==> config.mk <==
export PLATFORM = sky130hd
export DESIGN_NAME = fetch_controller
export DESIGN_NICKNAME = d
export VERILOG_FILES = /design/src/rtl/fetch_controller.sv
export SDC_FILE = /design/constraint.sdc
export NUM_CORES = 1
export LEC_CHECK = 0
export CAP_MARGIN = 15
export CORE_MARGIN = 5
export CORE_UTILIZATION = 42
export DETAILED_ROUTE_END_ITERATION = 12
export PLACE_DENSITY = 0.91
export SYNTH_ARGS = -nofsm -noshare
export SYNTH_HDL_FRONTEND = slang
export SYNTH_SLANG_ARGS = --single-unit
==> constraint.sdc <==
create_clock -name Clock -period 2.25 [get_ports Clock]
set_input_delay 0.45 -clock Clock [delete_from_list [all_inputs] [get_ports Clock]]
set_output_delay 0.45 -clock Clock [all_outputs]
set_load 0.02 [all_outputs]
==> src/rtl/fetch_controller.sv <==
// Instruction fetch/sequence controller: fetches a word at the current PC, decodes
// a halt opcode, hands other instructions to the execute unit, then pulses the PC update.
module fetch_controller #(
  parameter logic [7:0]  MEM_TIMEOUT = 8'd255,
  parameter logic [15:0] HALT_OPCODE = 16'hF000
) (
  input  logic        Clock,
  input  logic        Reset,
  input  logic        Run,
  input  logic        MemReady,
  input  logic [15:0] MemData,
  input  logic        ExecDone,
  input  logic        BranchTaken,
  input  logic [15:0] BranchTarget,
  output logic        MemRead,
  output logic        PcIncrement,
  output logic [7:0]  PcStep,
  output logic        PcWriteEnable,
  output logic [15:0] PcLoadValue,
  output logic [15:0] IR,
  output logic        ExecStart,
  output logic        Halted,
  output logic        Fault,
  output logic [2:0]  State
);

  // Handshakes: MemReady is a one-cycle valid that is only honoured while the
  // controller is in WAIT; ExecDone is a one-cycle valid honoured only in EXEC.
  // Neither has a back-pressure ready; the controller always accepts them there.
  typedef enum logic [2:0] {
    S_IDLE   = 3'd0,
    S_FETCH  = 3'd1,
    S_WAIT   = 3'd2,
    S_DECODE = 3'd3,
    S_EXEC   = 3'd4,
    S_HALTED = 3'd5,
    S_FAULT  = 3'd6
  } state_e;

  state_e      state_q, state_d;
  logic [7:0]  cnt_q, cnt_d;
  logic [15:0] ir_q, ir_d;
  logic [15:0] pcl_q, pcl_d;
  logic        inc_q, inc_d;
  logic        we_q, we_d;

  always_ff @(posedge Clock or negedge Reset) begin
    if (!Reset) begin
      state_q <= S_IDLE;
      cnt_q   <= 8'd0;
      ir_q    <= 16'h0000;
      pcl_q   <= 16'h0000;
      inc_q   <= 1'b0;
      we_q    <= 1'b0;
    end else begin
      state_q <= state_d;
      cnt_q   <= cnt_d;
      ir_q    <= ir_d;
      pcl_q   <= pcl_d;
      inc_q   <= inc_d;
      we_q    <= we_d;
    end
  end

  always_comb begin
    state_d = state_q;
    cnt_d   = cnt_q;
    ir_d    = ir_q;
    pcl_d   = pcl_q;
    inc_d   = 1'b0;
    we_d    = 1'b0;
    case (state_q)
      S_IDLE: begin
        if (Run) state_d = S_FETCH;
      end
      S_FETCH: begin
        cnt_d   = 8'd0;
        state_d = S_WAIT;
      end
      S_WAIT: begin
        // Data arriving on the last permitted cycle still wins over the timeout.
        if (MemReady) begin
          ir_d    = MemData;
          state_d = S_DECODE;
        end else if (cnt_q == MEM_TIMEOUT) begin
          state_d = S_FAULT;
        end else begin
          cnt_d = cnt_q + 8'd1;
        end
      end
      S_DECODE: begin
        state_d = (ir_q == HALT_OPCODE) ? S_HALTED : S_EXEC;
      end
      S_EXEC: begin
        if (ExecDone) begin
          if (BranchTaken) begin
            we_d  = 1'b1;
            pcl_d = BranchTarget;
          end else begin
            inc_d = 1'b1;
          end
          state_d = Run ? S_FETCH : S_IDLE;
        end
      end
      S_HALTED: state_d = S_HALTED;
      S_FAULT:  state_d = S_FAULT;
      default:  state_d = S_IDLE;
    endcase
  end

  assign MemRead       = (state_q == S_FETCH) || (state_q == S_WAIT);
  assign ExecStart     = (state_q == S_DECODE) && (ir_q != HALT_OPCODE);
  assign Halted        = (state_q == S_HALTED);
  assign Fault         = (state_q == S_FAULT);
  assign PcIncrement   = inc_q;
  assign PcWriteEnable = we_q;
  assign PcLoadValue   = pcl_q;
  assign PcStep        = 8'd1;
  assign IR            = ir_q;
  assign State         = state_q;

endmodule

==> impl_metrics.json <==
{
  "final_max_slew_viol_count": 0,
  "max_cap_violations": 0,
  "drt.antenna.violating_nets": 0,
  "clk_pin_slew_ns": 0.08,
  "dpl.cell_count": 323,
  "slew-limit-headroom_pct": 64.4,
  "crit_chain": "or4_4 -> nor4_4 -> nor3_2 -> buf_4",
  "cts-buffers-inserted": 5,
  "drt_wl_total_um": 5130,
  "ioPinCount": 87,
  "vias_per_cell": 5.04,
  "clock_path_buffers": 2,
  "area_delta_synth_final_pct": 50.9,
  "post_drt_wl_per_cell_um": 15.4,
  "yosys.area.top_type": "dfrtp_1",
  "worstPathMaxFanout": 2,
  "worstSetupStartpointType": "flip-flop",
  "groute.usage.overall_pct": 16.2,
  "core_area_um2": 4750,
  "crit_buf_inv": 1,
  "synthTopCellsByArea": "dfrtp_1 54%, mux2_2 18%, buf_4 3.2%",
  "cts_tree": "built",
  "synth_area_um2": 2080,
  "fin_crit_ns": 2.25,
  "synth-seq-cells": 45,
  "rows": 25,
  "gp_congestion": 0.844,
  "worstHoldPathType": "in -> async",
  "ir_drop_v": 0.000783,
  "drtIter0Drc": 182,
  "netlist_instances": 168,
  "drive_gt1_share_pct": 26.8,
  "power.leakage_nw": 1.38,
  "grt_max_degree": 21,
  "n_antenna_cell": 0,
  "setup_violations": 0,
  "power_density_nw_per_um2": 1300,
  "crit_family": "simple AND/OR/NAND/NOR gates",
  "stdcell_count": 332,
  "yosysUniqueCellTypes": 39,
  "die_h_um": 80.4,
  "yosysSeqAreaShare_pct": 54.1,
  "vias": 1672,
  "cp.required_ns": 1.80,
  "synth_edf_count": 0,
  "place.port_buffers": 78,
  "worstSetupPathType": "reg -> out",
  "hold_viol": 0,
  "fin_crit_sh_pct": 100,
  "cts.sinks": 45,
  "tns_ns": 0,
  "drcViolationCount": 0,
  "final_util_pct": 66.1,
  "synth-main-ff-cell": "dfrtp_1",
  "fin_nets": 303,
  "htree_num_levels": 2,
  "rsz0062_at_grt": "true",
  "max_freq_mhz": 444,
  "cts_root_buffer": "clkbuf_8",
  "status": "finished, final reports clean",
  "cp-end-kind": "output port",
  "hpwl_um": 3950,
  "dieArea_um2": 6470,
  "worst_pin_slew_ns": 0.521,
  "slowest_stage": "or4_4",
  "syn_area_per_cell_um2": 12.4,
  "overflow": 0,
  "antenna_found_initial": 0,
  "ys_warn_count": 0,
  "clk_latency_ns": 0.29,
  "initial_utilization_pct": 43.8,
  "drt_first_pass_iters": 4,
  "hold_slack_ns": 0.0870,
  "die_w_um": 80.4,
  "layout_commonest_cell": "clkdlybuf4s50_1",
  "finalClockSkew_ns": 0.00826,
  "synth_top_area_share_pct": 54.1,
  "first_global_vias": 1747,
  "mostFrequentLayoutCells": "74 x clkdlybuf4s50_1, 44 x dfrtp_1, 33 x mux2_2",
  "critPathArrivalTime_ns": 1.80,
  "cpPeakStageDelay_ns": 0.55,
  "synthArstFlopShare_pct": 100,
  "grt_pass1_wl_um": 8120
}
==> synthesized netlist by cell type (4+ instances only) <==
cell	number
buf_2	4
buf_4	9
nand2_1	6
o21ai_0	7
nor2_1	9
dfrtp_1	45
mux2_2	33
a21oi_1	4
==> sequential cells by signal (all words and copies together), names as in the netlist <==
| register | count |
|---|---|
| IR | 16 |
| PcIncrement | 1 |
| PcWriteEnable | 1 |
| State | 3 |
| cnt_q | 8 |
| PcLoadValue | 16 |
==> worst paths after layout <==
path,endpoint,from,slack (ns),cells after the start
setup / recovery,ExecStart,IR[5],0.0002,4
max in group asynchronous,IR[12],Reset,1.60,2
hold / removal,cnt_q[2],Reset,0.09,1
hold reg to reg,PcLoadValue[2],PcLoadValue[2],0.51,1
min in group Clock,PcLoadValue[2],PcLoadValue[2],0.51,1
setup reg to reg,State[0],IR[5],0.37,5
==> power by group <==
group / total, W / switching, W / internal [W] / leakage, nW
clock network: 0.000542 / 0.000264 / 0.000278 / 0.0542
logic: 0.00218 / 0.00102 / 0.00116 / 0.761
registers: 0.00136 / 0.000218 / 0.00114 / 0.561
total: 0.00408 / 0.00150 / 0.00258 / 1.38
==> cell families (layout without fill, tap and decap cells) <==
kind of cell,count (synthesis),after routing,synth area share [%]
other cells,2,8,0.360
buf+inv,17,108,4.92
fa+ha+maj,1,1,0.601
flops,45,45,54.1
simple gates,42,42,13.0
compound gates,26,26,8.23
mux,35,35,18.8
==> repair_timing <==
action | CTS | global route
resized for setup | 8 | 4
hold buffers | 0 | 0
setup endpoints to repair | 2 | 2
pin swaps | 0 | 3
buffers inserted | 0 | 1
==> per-layer routing <==
layer	share of wire (%)	up-vias	track usage [%]
met5	0	-	0
met4	1.1	0	5.07
met3	10	5	6.17
met2	46	70	25.9
met1	42	805	20.1
li1	-	792	-
==> layout make-up <==
cell class                 instances  area [µm²]
multi-input combinational        112         890
clock buffer                       7        96.3
sequential                        45        1130
clock inverter                     1        5.00
inverter                           3        11.3
tap                               67        83.8
fill                             377        1610
timing repair buffer              97         930
==> through the flow <==
step                      setup slack (ns)  area (µm²)  power, W
after floorplan                      0.357        2110   0.00244
final                             0.000238        3140   0.00408
after global placement             -0.0268        3020   0.00348
after detailed placement            -0.109        3020   0.00354
after global routing               -0.0521        3140   0.00432
after CTS                          -0.0347        3120   0.00409
(Power assumes the default switching activity.)
